==> src/rtl/snake_move_ctrl_if.sv <==
// Signal bundle between the snake move sequencer, the direction shift register,
// the game logic and the renderer.
interface snake_move_ctrl_if;
    logic       tick;
    logic [2:0] dir_in;
    logic       grow;
    logic       shift;
    logic [2:0] load;
    logic [5:0] pos;
    logic [2:0] out_pos;
    logic [5:0] head_x;
    logic [5:0] head_y;
    logic [6:0] length;
    logic       seg_valid;
    logic [5:0] seg_x;
    logic [5:0] seg_y;
    logic [5:0] seg_idx;
    logic       busy;
    logic       done;
    logic       self_hit;
    logic       overrun;

    modport master (
        input  tick, dir_in, grow, out_pos,
        output shift, load, pos, head_x, head_y, length,
               seg_valid, seg_x, seg_y, seg_idx, busy, done, self_hit, overrun
    );

    modport slave (
        output tick, dir_in, grow, out_pos,
        input  shift, load, pos, head_x, head_y, length,
               seg_valid, seg_x, seg_y, seg_idx, busy, done, self_hit, overrun
    );
endinterface

==> src/rtl/snake_move_ctrl.sv <==
// Per-tick snake sequencer: filters heading, shifts the direction register,
// advances the head, then walks the body streaming segment coordinates.
module snake_move_ctrl #(
    parameter int GRID_W   = 32,
    parameter int GRID_H   = 24,
    parameter int START_X  = 16,
    parameter int START_Y  = 12,
    parameter int INIT_LEN = 3
) (
    input  logic              clk,
    input  logic              reset,
    snake_move_ctrl_if.master bus
);
    typedef enum logic [1:0] {
        ST_IDLE  = 2'd0,
        ST_SHIFT = 2'd1,
        ST_WALK  = 2'd2,
        ST_DONE  = 2'd3
    } state_t;

    localparam logic [5:0] X_MAX   = 6'(GRID_W - 1);
    localparam logic [5:0] Y_MAX   = 6'(GRID_H - 1);
    localparam logic [6:0] LEN_MAX = 7'd64;

    state_t     state_r;
    logic       shift_r;
    logic [2:0] load_r;
    logic [5:0] pos_r;
    logic [2:0] heading_r;
    logic [5:0] head_x_r;
    logic [5:0] head_y_r;
    logic [6:0] length_r;
    logic       seg_valid_r;
    logic [5:0] seg_x_r;
    logic [5:0] seg_y_r;
    logic [5:0] seg_idx_r;
    logic       busy_r;
    logic       done_r;
    logic       self_hit_r;
    logic       overrun_r;
    logic       pend_tick_r;
    logic       pend_grow_r;
    logic       hit_acc_r;
    logic [6:0] widx_r;

    logic [2:0] heading_nxt_s;
    logic       start_s;
    logic       grow_now_s;
    logic [5:0] head_nx_s;
    logic [5:0] head_ny_s;
    logic [5:0] seg_nx_s;
    logic [5:0] seg_ny_s;

    function automatic logic [2:0] opposite(input logic [2:0] d);
        case (d)
            3'd1:    opposite = 3'd2;
            3'd2:    opposite = 3'd1;
            3'd3:    opposite = 3'd4;
            3'd4:    opposite = 3'd3;
            default: opposite = 3'd0;
        endcase
    endfunction

    // One toroidal grid step; codes outside 1..4 leave the cell unchanged.
    function automatic logic [11:0] step_xy(input logic [5:0] x, input logic [5:0] y,
                                            input logic [2:0] d);
        logic [5:0] nx;
        logic [5:0] ny;
        nx = x;
        ny = y;
        case (d)
            3'd1:    ny = (y == 6'd0)  ? Y_MAX : y - 6'd1;
            3'd2:    ny = (y == Y_MAX) ? 6'd0  : y + 6'd1;
            3'd3:    nx = (x == 6'd0)  ? X_MAX : x - 6'd1;
            3'd4:    nx = (x == X_MAX) ? 6'd0  : x + 6'd1;
            default: begin
                nx = x;
                ny = y;
            end
        endcase
        step_xy = {nx, ny};
    endfunction

    // Heading filter, acceptance terms and next head / next body coordinates.
    always_comb begin
        heading_nxt_s = heading_r;
        if ((bus.dir_in >= 3'd1) && (bus.dir_in <= 3'd4) &&
            (bus.dir_in != opposite(heading_r))) begin
            heading_nxt_s = bus.dir_in;
        end else begin
            heading_nxt_s = heading_r;
        end
        start_s    = bus.tick | pend_tick_r;
        grow_now_s = bus.grow | pend_grow_r;
        {head_nx_s, head_ny_s} = step_xy(head_x_r, head_y_r, heading_nxt_s);
        {seg_nx_s, seg_ny_s}   = step_xy(seg_x_r, seg_y_r, opposite(bus.out_pos));
    end

    // Sequencer FSM with all outputs registered.
    always_ff @(posedge clk or negedge reset) begin
        if (!reset) begin
            state_r     <= ST_IDLE;
            shift_r     <= 1'b0;
            load_r      <= 3'd0;
            pos_r       <= 6'd0;
            heading_r   <= 3'd0;
            head_x_r    <= 6'(START_X);
            head_y_r    <= 6'(START_Y);
            length_r    <= 7'(INIT_LEN);
            seg_valid_r <= 1'b0;
            seg_x_r     <= 6'd0;
            seg_y_r     <= 6'd0;
            seg_idx_r   <= 6'd0;
            busy_r      <= 1'b0;
            done_r      <= 1'b0;
            self_hit_r  <= 1'b0;
            overrun_r   <= 1'b0;
            pend_tick_r <= 1'b0;
            pend_grow_r <= 1'b0;
            hit_acc_r   <= 1'b0;
            widx_r      <= 7'd0;
        end else begin
            shift_r     <= 1'b0;
            done_r      <= 1'b0;
            pend_grow_r <= grow_now_s;
            if ((state_r != ST_IDLE) && bus.tick) begin
                if (pend_tick_r) begin
                    overrun_r <= 1'b1;
                end else begin
                    pend_tick_r <= 1'b1;
                end
            end
            case (state_r)
                ST_IDLE: begin
                    if (start_s) begin
                        // A fresh tick arriving with a pending one keeps one queued.
                        pend_tick_r <= bus.tick & pend_tick_r;
                        if (heading_nxt_s != 3'd0) begin
                            state_r    <= ST_SHIFT;
                            busy_r     <= 1'b1;
                            shift_r    <= 1'b1;
                            load_r     <= heading_nxt_s;
                            heading_r  <= heading_nxt_s;
                            head_x_r   <= head_nx_s;
                            head_y_r   <= head_ny_s;
                            self_hit_r <= 1'b0;
                            hit_acc_r  <= 1'b0;
                            if (grow_now_s) begin
                                pend_grow_r <= 1'b0;
                                if (length_r != LEN_MAX) begin
                                    length_r <= length_r + 7'd1;
                                end
                            end
                        end
                    end
                end
                ST_SHIFT: begin
                    state_r <= ST_WALK;
                    pos_r   <= 6'd0;
                    widx_r  <= 7'd0;
                end
                ST_WALK: begin
                    if (widx_r == length_r) begin
                        state_r     <= ST_DONE;
                        seg_valid_r <= 1'b0;
                        done_r      <= 1'b1;
                        self_hit_r  <= hit_acc_r;
                    end else begin
                        seg_valid_r <= 1'b1;
                        seg_idx_r   <= widx_r[5:0];
                        widx_r      <= widx_r + 7'd1;
                        pos_r       <= (pos_r == 6'd63) ? 6'd63 : pos_r + 6'd1;
                        if (widx_r == 7'd0) begin
                            seg_x_r <= head_x_r;
                            seg_y_r <= head_y_r;
                        end else begin
                            seg_x_r <= seg_nx_s;
                            seg_y_r <= seg_ny_s;
                            // out_pos here is the direction read for the previous index.
                            if ((opposite(bus.out_pos) != 3'd0) &&
                                (seg_nx_s == head_x_r) && (seg_ny_s == head_y_r)) begin
                                hit_acc_r <= 1'b1;
                            end
                        end
                    end
                end
                ST_DONE: begin
                    state_r <= ST_IDLE;
                    busy_r  <= 1'b0;
                end
                default: begin
                    state_r <= ST_IDLE;
                    busy_r  <= 1'b0;
                end
            endcase
        end
    end

    assign bus.shift     = shift_r;
    assign bus.load      = load_r;
    assign bus.pos       = pos_r;
    assign bus.head_x    = head_x_r;
    assign bus.head_y    = head_y_r;
    assign bus.length    = length_r;
    assign bus.seg_valid = seg_valid_r;
    assign bus.seg_x     = seg_x_r;
    assign bus.seg_y     = seg_y_r;
    assign bus.seg_idx   = seg_idx_r;
    assign bus.busy      = busy_r;
    assign bus.done      = done_r;
    assign bus.self_hit  = self_hit_r;
    assign bus.overrun   = overrun_r;
endmodule
==> src/flat_wrapper.sv <==
// flat-port wrapper written by rule: the top's interface ports become plain ports
module snake_move_ctrl_flat 
#(
    parameter int GRID_W   = 32,
    parameter int GRID_H   = 24,
    parameter int START_X  = 16,
    parameter int START_Y  = 12,
    parameter int INIT_LEN = 3
)
  (clk, reset, bus_tick, bus_dir_in, bus_grow, bus_out_pos, bus_shift, bus_load, bus_pos, bus_head_x, bus_head_y, bus_length, bus_seg_valid, bus_seg_x, bus_seg_y, bus_seg_idx, bus_busy, bus_done, bus_self_hit, bus_overrun);
  snake_move_ctrl_if bus_i ();
  input  logic clk;
  input  logic reset;
  input wire logic [$bits(bus_i.tick)-1:0] bus_tick;
  input wire logic [$bits(bus_i.dir_in)-1:0] bus_dir_in;
  input wire logic [$bits(bus_i.grow)-1:0] bus_grow;
  input wire logic [$bits(bus_i.out_pos)-1:0] bus_out_pos;
  output wire logic [$bits(bus_i.shift)-1:0] bus_shift;
  output wire logic [$bits(bus_i.load)-1:0] bus_load;
  output wire logic [$bits(bus_i.pos)-1:0] bus_pos;
  output wire logic [$bits(bus_i.head_x)-1:0] bus_head_x;
  output wire logic [$bits(bus_i.head_y)-1:0] bus_head_y;
  output wire logic [$bits(bus_i.length)-1:0] bus_length;
  output wire logic [$bits(bus_i.seg_valid)-1:0] bus_seg_valid;
  output wire logic [$bits(bus_i.seg_x)-1:0] bus_seg_x;
  output wire logic [$bits(bus_i.seg_y)-1:0] bus_seg_y;
  output wire logic [$bits(bus_i.seg_idx)-1:0] bus_seg_idx;
  output wire logic [$bits(bus_i.busy)-1:0] bus_busy;
  output wire logic [$bits(bus_i.done)-1:0] bus_done;
  output wire logic [$bits(bus_i.self_hit)-1:0] bus_self_hit;
  output wire logic [$bits(bus_i.overrun)-1:0] bus_overrun;
  assign bus_i.tick = bus_tick;
  assign bus_i.dir_in = bus_dir_in;
  assign bus_i.grow = bus_grow;
  assign bus_i.out_pos = bus_out_pos;
  assign bus_shift = bus_i.shift;
  assign bus_load = bus_i.load;
  assign bus_pos = bus_i.pos;
  assign bus_head_x = bus_i.head_x;
  assign bus_head_y = bus_i.head_y;
  assign bus_length = bus_i.length;
  assign bus_seg_valid = bus_i.seg_valid;
  assign bus_seg_x = bus_i.seg_x;
  assign bus_seg_y = bus_i.seg_y;
  assign bus_seg_idx = bus_i.seg_idx;
  assign bus_busy = bus_i.busy;
  assign bus_done = bus_i.done;
  assign bus_self_hit = bus_i.self_hit;
  assign bus_overrun = bus_i.overrun;
  snake_move_ctrl #(.GRID_W(GRID_W), .GRID_H(GRID_H), .START_X(START_X), .START_Y(START_Y), .INIT_LEN(INIT_LEN)) u_core (.clk(clk), .reset(reset), .bus(bus_i));
endmodule
==> config.mk <==
export PLATFORM = sky130hd
export DESIGN_NAME = snake_move_ctrl_flat
export DESIGN_NICKNAME = d
export VERILOG_FILES = /design/src/rtl/snake_move_ctrl_if.sv /design/src/rtl/snake_move_ctrl.sv /design/src/flat_wrapper.sv
export SDC_FILE = /design/constraint.sdc
export NUM_CORES = 1
export LEC_CHECK = 0
export BUFFER_PORTS_ARGS = -buffer_cell sky130_fd_sc_hd__buf_2
export CAP_MARGIN = 20
export CORE_ASPECT_RATIO = 0.7
export CORE_UTILIZATION = 52
export CTS_CLUSTER_DIAMETER = 50
export DETAILED_ROUTE_END_ITERATION = 6
export GPL_ROUTABILITY_DRIVEN = 0
export GPL_TIMING_DRIVEN = 0
export PLACE_DENSITY = 0.87
export SYNTH_ARGS = -nofsm -noshare
export SYNTH_HDL_FRONTEND = slang
export SYNTH_SLANG_ARGS = --single-unit
==> constraint.sdc <==
create_clock -name clk -period 2.9 [get_ports clk]
set_clock_uncertainty 0.2 [all_clocks]
set_input_delay 0.435 -clock clk [delete_from_list [all_inputs] [get_ports clk]]
set_output_delay 0.435 -clock clk [all_outputs]
set_load 0.01 [all_outputs]
==> results by group, run 1 <==
CTS
  • Clock tree root buffer cell: clkbuf_16
  • Later-pin clock latency in the skew report: ~0.34 ns
  • Number of buffers created by CTS: 9
  • TritonCTS clock tree: yes
  • Reg clk slew, reported paths: 0.05 ns
  • Clock Sinks: between 60 and 70
  • Max clock buf depth: 2
  • H-Tree Depth: 3

STA
  • Final setup viols: 0
  • Endpoints failing hold: 0
  • Worst Tran Pin Value: slightly below 0.6 ns
  • Slew Limit Fails: 0
  • Min Hold Slack: 0.1741 ns
  • Rel. slew slack: 0.6105
  • Fmax: roughly 360 MHz
  • Min Tclk post-route: roughly 2.8 ns
  • Worst Setup Slack, final: around 0.10 ns
  • Period utilization: 0.9651

Die
  • Core footprint: between 8000 and 9000 µm²
  • Die width: between 100 and 150 µm
  • Die H: 82.19 µm
  • Die area: around 9600 µm²
  • Row count: 28
  • # IOs: 62
  • Initial core utilization: 0.5498

Synthesis
  • Top cells by area, synth: dfrtp_1 31%, o21ai_0 6.0%, ha_1 5.2%
  • Top-count cell post-synth: dfrtp_1
  • Gate Count Post-Synth: approximately 580
  • Post-Syn Nets: a little over 600
  • Post-Syn Area: roughly 4800 µm²
  • Post-synth ARST share: 1.000
  • Syn Area/Cell: between 8 and 9 µm²
  • Main synth FF type: dfrtp_1
  • Register bit total from synthesis: 64
  • EDFF count, synth: 0
  • Synth cell types: 75
  • Post-synth top cells: 59 x dfrtp_1, 57 x o21ai_0, 55 x nand2_1
  • Part of the Yosys area used for sequential elements: 0.3366
  • Yosys top cell area share: 0.3091
  • Synth warnings: 0
  • Post-synth top area cell: dfrtp_1

Drt
  • Avg Vias per Cell: 6.180
  • Drt pass-1 iters: 6
  • DRT antenna net count: 0
  • Routed WL: ~13,000 µm
  • Wire length per cell: 16.69 µm
  • # DRC: 0
  • Vias: roughly 4,800
  • Iteration-0 DRC Markers: 620

Finish
  • Layout Nets: 688
  • Area occupied by multi-input gates: about 3000 µm²
  • Diode count: 0
  • Layout area overhead: 20.69%
  • Final Core Density: 0.6636
  • # fillers: between 600 and 700
  • FF/Latch Area: between 1500 and 2000 µm²
  • Layout cells sized above 1: 0.2217

Global routing
  • Met3 Use GR: 0.08394
  • Met2 Resource Use GR: 0.4538
  • Number of global-route vias before repair: 4,360
  • Initial antenna violation count: 0
  • Global-route wire length before repair: 20,780 µm
  • M1 GR Usage: 0.3672
  • Gr busiest metal: met2
  • Global-route total usage across every layer: 0.2821
  • Largest net degree at the start of global routing: 43
  • Remaining Overflow, GRT: 0

Critical path
  • CP Capture Type: flip-flop
  • CP max FO: 10
  • Critical Path Start Type: flip-flop
  • CP arrival: 2.79 ns
  • Worst Path Required: between 2 and 3 ns
  • CP Class: reg -> reg

Outcome
  • Status: finished clean

Power and ir drop
  • Leak: around 2.6 nW
  • Pwr Density: between 1000 and 1500 nW/µm²
  • VDD IR max: approximately 580 µV

Placement
  • # port buffers: 57
  • Setup Slack @ Placement: -0.3853 ns
  • Hpwl dp: a little over 9000 µm

Hold path
  • Hold/Removal Path Class: in -> reg

Flow run
  • Max Cap Violations: 0
## final timing paths
path | end | depth (start not counted) | slack [ns] | startpoint
worst max-delay path | u_core.bus.head_x[3] | 9 | 0.10 | u_core.bus.load[0]
worst min-delay path | u_core.pend_grow_r | 3 | 0.17 | bus_grow
worst max register to register | u_core.bus.head_x[3] | 9 | 0.10 | u_core.bus.load[0]
worst min register to register | u_core.bus.overrun | 1 | 0.28 | u_core.bus.overrun
max in group asynchronous | u_core.bus.length[1] | 3 | 1.40 | reset
min in group asynchronous | u_core.bus.head_y[5] | 2 | 0.43 | reset
## report_power, final
part	leakage, nW	internal [W]	switching [W]
clock network	0.145	0.000687	0.000400
registers	0.800	0.00123	0.000405
logic	1.65	0.00141	0.00218
total	2.59	0.00332	0.00299
## cells by family (layout without fill, tap and decap cells)
kind of cell	count (synthesis)	in the layout	synth area share
AND/OR/NAND/NOR	215	215	0.2336
AO/OA/AOI/OAI	165	165	0.2321
buffers and inverters	69	155	0.05998
flip-flops	64	64	0.3366
XOR/XNOR	31	31	0.05684
adder cells (fa/ha/maj)	20	20	0.05238
multiplexers	13	13	0.02855
## state kept, by name (all words and copies together) (netlist names), 2 cells and up
signal / flops
u_core.bus.seg_x: 6
u_core.state_r: 2
u_core.bus.seg_y: 6
u_core.bus.head_x: 6
u_core.bus.load: 3
u_core.bus.seg_idx: 6
u_core.bus.pos: 6
u_core.bus.head_y: 6
u_core.bus.length: 7
u_core.widx_r: 7
## cell type report
type | instances | area share
multi-input combinational | 444 | 0.5200
sequential | 64 | 0.2793
timing repair buffer | 71 | 0.07031
clock buffer | 11 | 0.04210
buffer | 36 | 0.03168
tap | 120 | 0.02604
inverter | 32 | 0.02083
clock inverter | 5 | 0.009766
## critical path: stages, from the launching register on
cell	delay, ns
dfrtp_1	0.37
buf_2	0.18
nor2b_1	0.16
a221oi_2	0.31
o22ai_2	0.18
or3_1	0.42
a21o_1	0.22
buf_2	0.18
a221oi_1	0.30
o31ai_1	0.13
## placed cells by master, fill, tap and decap left out, types with 13 or more instances in the layout
cell      count
buf_2        70
a21oi_1      34
nand2_1      55
nor2_1       47
nand3_1      17
xnor2_1      18
ha_1         18
nor3_1       14
dfrtp_1      57
clkbuf_1     20
buf_4        13
o21ai_0      57
inv_1        30
## metal layers
layer	vias up	share of wire	wire [µm]
li1	2234	-	-
met1	2301	0.42	5437
met2	265	0.45	5890
met3	39	0.11	1466
met4	0	0.021	271
met5	-	0	0
## what timing repair did
item	4_1_cts	5_1_grt
endpoints found under the hold margin	20	0
pin swaps	3	7
setup buffers	4	8
resized for setup	18	11
setup endpoints to repair	5	6
hold buffers	1	0
## metrics by stage
step,TNS (ns),power [W],cells,instance area [µm²]
2_1_floorplan,0,0.003847,577,4777
3_3_place_gp,-0.8385,0.004677,754,5213
3_5_place_dp,-1.334,0.004838,755,5233
4_1_cts,0,0.006072,775,5644
5_1_grt,-0.01757,0.006746,783,5766
6_report,0,0.006308,783,5766
(Power assumes the default switching activity.)
==> run 2: changes to the inputs <==
REMOVE_ABC_BUFFERS = 1   (was not set)
==> run 2 against run 1 <==
The flow now finishes with violations (hold timing). Sequential power rose by 13%. Sequential share of layout area rose by 1.6 points. Largest cell class unchanged. Critical path type unchanged. Utilization fell by 3.2 points. Die area did not move.
==> results by group, run 2 (synthesized netlist as in run 1, its figures left out) <==
Drt
  • Drt pass-1 iters: 5 (was 6)
  • Max Used Layer: met4 (unchanged)
  • DRT antenna net count: 0 (unchanged)
  • Iteration-0 DRC Markers: 512 (was 620)
  • M1 WL: 5699 µm (was 5437 µm)
  • Wire length per cell: 17.35 µm (was 16.69 µm)
  • Avg Vias per Cell: 6.284 (was 6.180)
  • Routed WL: 12,890 µm (was 13,070 µm)
  • Metal3 WL: 935 µm (was 1466 µm)
  • Vias: 4,669 (was 4,839)
  • # DRC: 0 (unchanged)
  • Met2 routed WL: 6006 µm (was 5890 µm)

Critical path
  • CP Class: reg -> reg (unchanged)
  • Launching point of the worst reg2reg path: u_core.bus.seg_y[0] (was u_core.bus.load[0])
  • Worst Path Required: 2.92 ns (was 2.89 ns)
  • CP Launch Point: u_core.bus.seg_y[0] (was u_core.bus.load[0])
  • Critical Path Start Type: flip-flop (unchanged)
  • Critical path endpoint: u_core.hit_acc_r (was u_core.bus.head_x[3])
  • R2R Path End: u_core.hit_acc_r (was u_core.bus.head_x[3])
  • CP max FO: 4 (was 10)
  • CP arrival: 2.88 ns (was 2.79 ns)
  • Path depth of the worst reg2reg path: 9 (unchanged)
  • Worst reg2reg setup slack: 0.05 ns (was 0.10 ns)
  • CP Capture Type: flip-flop (unchanged)

STA
  • Setup_tns: 0 ns (unchanged)
  • Fmax: 350.7 MHz (was 357.3 MHz)
  • Final setup viols: 0 (unchanged)
  • Period utilization: 0.9833 (was 0.9651)
  • Min Tclk post-route: 2.851 ns (was 2.799 ns)
  • Worst Tran Pin Value: 0.8200 ns (was 0.5842 ns)
  • Min Hold Slack: -0.01972 ns (was 0.1741 ns)
  • Rel. slew slack: 0.4534 (was 0.6105)
  • Slew Limit Fails: 0 (unchanged)
  • Endpoints failing hold: 5 (was 0)

Power and ir drop
  • Sequential power share: 0.307 (was 0.259)
  • Sw Share: 0.4753 (was 0.4738)
  • Clk pwr share: 0.180 (was 0.172)
  • Leak: 2.435 nW (was 2.594 nW)
  • NetSw: 0.002852 W (was 0.002989 W)
  • Pwr Density: 1094 nW/µm² (about the same)
  • Cell Int Power: 0.003148 W (was 0.003319 W)
  • Gate power share: 0.514 (was 0.569)
  • VDD IR max: 509.2 µV (was 584.0 µV)

Die
  • Core footprint: 8688 µm² (unchanged)
  • Die area: 9580 µm² (unchanged)
  • Initial core utilization: 0.5498 (unchanged)
  • # IOs: 62 (unchanged)
  • Row count: 28 (unchanged)
  • Die width: 116.6 µm (unchanged)
  • Die H: 82.19 µm (unchanged)

Global routing
  • Initial antenna violation count: 0 (unchanged)
  • Largest net degree at the start of global routing: 65 (was 43)
  • Remaining Overflow, GRT: 0 (unchanged)
  • Number of global-route vias before repair: 4,128 (was 4,360)
  • Global-route wire length before repair: 20,500 µm (was 20,780 µm)
  • Global-route total usage across every layer: 0.2804 (was 0.2821)

CTS
  • Max clock buf depth: 2 (unchanged)
  • Clock tree root buffer cell: clkbuf_16 (unchanged)
  • H-Tree Depth: 3 (unchanged)
  • TritonCTS clock tree: yes (unchanged)
  • Later-pin clock latency in the skew report: 0.34 ns (about the same)
  • Hold-fix buffers at CTS: 0 (was 1)
  • Clock Sinks: 64 (unchanged)
  • Number of buffers created by CTS: 9 (unchanged)
  • Reg clk slew, reported paths: 0.06 ns (was 0.05 ns)

Finish
  • # fillers: 737 (was 671)
  • Commonest non-fill, non-tap cell in the layout: buf_2 (unchanged)
  • Layout area overhead: 14.80% (was 20.69%)
  • Diode count: 0 (unchanged)
  • Most frequent cells in the layout: 59 x buf_2, 56 x o21ai_0, 54 x nand2_1 (was 70 x buf_2, 57 x o21ai_0, 57 x dfrtp_1)
  • FF/Latch Area: 1618 µm² (was 1610 µm²)
  • Layout Nets: 648 (was 688)
  • Final Non-Filler Cells: 743 (was 783)
  • Area occupied by multi-input gates: 2955 µm² (was 2998 µm²)
  • Layout cells sized above 1: 0.2022 (was 0.2217)

Placement
  • Placed cell count: 721 (was 755)
  • Hpwl dp: 8656 µm (was 9264 µm)
  • # port buffers: 61 (was 57)

Outcome
  • Failing checks: hold timing
  • Status: finished with violations (was finished clean)

Flow run
  • Max Cap Violations: 0 (unchanged)

Hold path
  • Hold/Removal Path Class: in -> async (was in -> reg)
run 2: changes by cell type in the layout (fill, tap and decap cells not counted), moves of 6 or more:
cell | previous run | this run
buf_2 | 70 | 59
clkbuf_1 | 20 | 3
dfrtp_1 | 57 | 51
buf_4 | 13 | 6
dfrtp_2 | 2 | 8
run 2: timing repair:
action / 4_1_cts / 5_1_grt
pin swaps: 1 / 4
buffers inserted: 3 / 2
cloned: 1 / 0
gates resized for setup: 8 / 17
setup endpoints to repair: 5 / 8
run 2: how the worst min path moves through the flow:
stage	cells past startpoint	slack, ns	to
finish	1	-0.02	u_core.bus.pos[2]
global route	1	0.05	u_core.bus.pos[2]
CTS	1	0.03	u_core.bus.pos[2]
detailed placement	2	0.27	u_core.bus.seg_idx[2]
global placement	2	0.26	u_core.bus.seg_idx[2]
floorplan	0	-0.06	u_core.bus.busy
run 2: area by class of cell:
type	count	area share
Timing Repair Buffer	66	0.06343
Multi-Input combinational cell	445	0.5389
Clock inverter	3	0.007757
Tap cell	120	0.02738
Sequential cell	64	0.2950
Inverter	32	0.02190
Clock buffer	13	0.04563
run 2: power by group through the flow:
stage | clock [W] | sequential [W] | combinational, W
global route | 0.00113 | 0.00190 | 0.00340
global placement | 0 | 0.00180 | 0.00268
CTS | 0.00109 | 0.00180 | 0.00298
detailed placement | 0 | 0.00184 | 0.00283
finish | 0.00108 | 0.00184 | 0.00308
floorplan | 0 | 0.00181 | 0.00191
run 2: per-stage QoR:
stage                     instance area, µm²  setup slack (ns)  utilization  power (W)
after floorplan                         4611           0.07688            -   0.003721
after global placement                  5066           -0.4135       0.5831   0.004486
after detailed placement                5069           -0.4944       0.5834   0.004674
after CTS                               5418          -0.02764       0.6236   0.005877
after global routing                    5484         -0.007269       0.6312   0.006429
final                                   5484           0.04853       0.6312   0.006000
run 2: worst max-delay path, stage by stage (launching register included):
cell and delay (ns):
dfrtp_2 0.41, inv_2 0.10, ha_4 0.15, or3b_2 0.46
o211ai_1 0.14, o221ai_2 0.15, xor2_1 0.23, o2111ai_1 0.16
or4_1 0.51, o41ai_2 0.23
run 2: per-layer routing:
layer	up-vias	track usage
li1	2164	-
met3	38	0.04818
met1	2240	0.3919
met4	0	0.09873
met2	227	0.4408
met5	-	0
==> run 3: changes to the inputs <==
CAP_MARGIN = not set   (was 20)
GPL_TIMING_DRIVEN = not set   (was 0)
SETUP_SLACK_MARGIN = 0.4   (was not set)
==> run 3 against run 2 <==
Highest routed layer unchanged. Die area unchanged. Clock power down 9%. Setup slack better by 0.20 ns. Utilization up 3.8 points. Largest cell class unchanged. The run now ends clean. Sequential power down 5%. Via count up 4.4%. Sequential share of layout area down 1.7 points.
==> results by group, run 3 (synthesized netlist as in run 1, its figures left out) <==
Global routing
  • Number of global-route vias before repair: 4,284 (was 4,128)
  • Largest net degree at the start of global routing: 65 (unchanged)
  • Initial antenna violation count: 0 (unchanged)
  • Remaining Overflow, GRT: 0 (unchanged)
  • Global-route total usage across every layer: 0.2853 (was 0.2804)
  • Global-route wire length before repair: 21,130 µm (was 20,500 µm)

Drt
  • DRT antenna net count: 0 (unchanged)
  • Drt pass-1 iters: 5 (unchanged)
  • Wire length per cell: 17.26 µm (was 17.35 µm)
  • Vias: 4,875 (was 4,669)
  • Iteration-0 DRC Markers: 601 (was 512)
  • # DRC: 0 (unchanged)
  • Avg Vias per Cell: 6.202 (was 6.284)
  • Routed WL: 13,570 µm (was 12,890 µm)

Finish
  • Layout Nets: 691 (was 648)
  • Diode count: 0 (unchanged)
  • Commonest non-fill, non-tap cell in the layout: buf_2 (unchanged)
  • Layout area overhead: 21.79% (was 14.80%)
  • Most frequent cells in the layout: 61 x buf_2, 54 x o21ai_0, 54 x nand2_1 (was 59 x buf_2, 56 x o21ai_0, 54 x nand2_1)
  • Layout cells sized above 1: 0.2673 (was 0.2022)
  • Design Area, Final: 5818 µm² (was 5484 µm²)

Flow run
  • Max Cap Violations: 0 (unchanged)

Die
  • # IOs: 62 (unchanged)
  • Row count: 28 (unchanged)
  • Die area: 9580 µm² (unchanged)
  • Die H: 82.19 µm (unchanged)
  • Die width: 116.6 µm (unchanged)
  • Initial core utilization: 0.5498 (unchanged)
  • Core footprint: 8688 µm² (unchanged)

Critical path
  • CP max FO: 4 (unchanged)
  • Critical Path Start Type: flip-flop (unchanged)
  • CP Class: reg -> reg (unchanged)
  • Path depth of the worst reg2reg path: 9 (unchanged)
  • Worst Path Required: 2.94 ns (was 2.92 ns)
  • CP Capture Type: flip-flop (unchanged)
  • R2R Path End: u_core.hit_acc_r (unchanged)
  • Launching point of the worst reg2reg path: u_core.bus.seg_y[1] (was u_core.bus.seg_y[0])
  • CP arrival: 2.69 ns (was 2.88 ns)
  • Worst reg2reg setup slack: 0.25 ns (was 0.05 ns)

Placement
  • Hpwl dp: 9155 µm (was 8656 µm)
  • # port buffers: 61 (unchanged)
  • Placed instance area: 5254 µm² (was 5069 µm²)

STA
  • Slew Limit Fails: 0 (unchanged)
  • Rel. slew slack: 0.4565 (was 0.4534)
  • Period utilization: 0.9141 (was 0.9833)
  • Min Hold Slack: 0.06850 ns (was -0.01972 ns)
  • Fmax: 377.2 MHz (was 350.7 MHz)
  • Endpoints failing hold: 0 (was 5)
  • Worst Tran Pin Value: 0.8153 ns (was 0.8200 ns)
  • Min Tclk post-route: 2.651 ns (was 2.851 ns)
  • Final setup viols: 0 (unchanged)
  • Setup_tns: 0 ns (unchanged)
  • RSZ-0062 raised after global routing: yes

CTS
  • Later-pin clock latency in the skew report: 0.34 ns (about the same)
  • H-Tree Depth: 3 (unchanged)
  • Max clock buf depth: 2 (unchanged)
  • Hold-fix buffers at CTS: 0 (unchanged)
  • Clock Sinks: 64 (unchanged)
  • Clock tree root buffer cell: clkbuf_16 (unchanged)
  • Reg clk slew, reported paths: 0.06 ns (about the same)
  • TritonCTS clock tree: yes (unchanged)
  • Number of buffers created by CTS: 9 (unchanged)

Power and ir drop
  • Tot Pwr: 0.006261 W (was 0.006000 W)
  • Pwr Density: 1076 nW/µm² (was 1094 nW/µm²)
  • Leak: 2.650 nW (was 2.435 nW)
  • VDD IR max: 473.6 µV (was 509.2 µV)

Outcome
  • Status: finished clean (was finished with violations)

Hold path
  • Hold/Removal Path Class: in -> async (unchanged)
-- run 3: cell types whose count changed in the layout (fill, tap and decap cells not counted), sizes merged --
cell | previous run | this run
buf | 65 | 109
bufinv | 1 | 0
nand3b | 3 | 2
clkinv | 1 | 2
-- run 3: how the worst max path moves through the flow --
stage | endpoint | startpoint | slack (ns)
3_5_place_dp | u_core.hit_acc_r | bus_out_pos[0] | 0.001
4_1_cts | u_core.hit_acc_r | u_core.bus.seg_y[0] | 0.29
5_1_grt | u_core.hit_acc_r | u_core.bus.seg_y[1] | 0.13
6_report | u_core.hit_acc_r | u_core.bus.seg_y[1] | 0.25
2_1_floorplan | u_core.hit_acc_r | u_core.widx_r[0] | 0.08
3_3_place_gp | u_core.hit_acc_r | bus_out_pos[2] | 0.09
-- run 3: worst max-delay path, stage by stage, from the launching register on --
cell and delay [ns]:
dfrtp_1 0.38, inv_2 0.10, ha_4 0.16, or3b_2 0.44, o211ai_1 0.12, o221ai_2 0.17, xor2_1 0.20, o2111ai_1 0.13
or4_1 0.45, o41ai_2 0.20
-- run 3: cell type report --
type                            count  area [µm²]
Clock inverter                      3       17.52
Inverter                           32       120.1
Tap cell                          120       150.1
Timing Repair Buffer              110       674.4
Clock buffer                       13       250.2
Sequential cell                    64        1617
Fill cell                         694        2870
Multi-Input combinational cell    444        2989
-- run 3: routing by layer --
| metal | vias to the layer above | part of all wire | wire, µm | GRT usage |
|---|---|---|---|---|
| li1 | 2244 | - | - | - |
| met1 | 2331 | 0.44 | 5968 | 0.4073 |
| met2 | 263 | 0.45 | 6136 | 0.4343 |
| met3 | 37 | 0.083 | 1131 | 0.04818 |
| met4 | 0 | 0.024 | 332 | 0.1076 |
| met5 | - | 0 | 0 | 0 |
-- run 3: stage by stage --
stage	utilization	setup slack, ns	instances
3_3_place_gp	0.6047	0.09024	746
3_5_place_dp	0.6047	0.001297	746
2_1_floorplan	-	0.07688	540
5_1_grt	0.6696	0.1304	786
6_report	0.6696	0.2491	786
4_1_cts	0.6528	0.2902	775
-- run 3: repair_timing --
item	CTS	global route
resized for setup	18	15
buffers inserted	13	11
pin swaps	7	8
endpoints found under the setup margin	10	22
-- run 3: power by group --
| group | switching [W] | internal [W] |
|---|---|---|
| Sequential | 0.000513 | 0.00123 |
| Clock | 0.000385 | 0.000599 |
| Combinational | 0.00204 | 0.00149 |
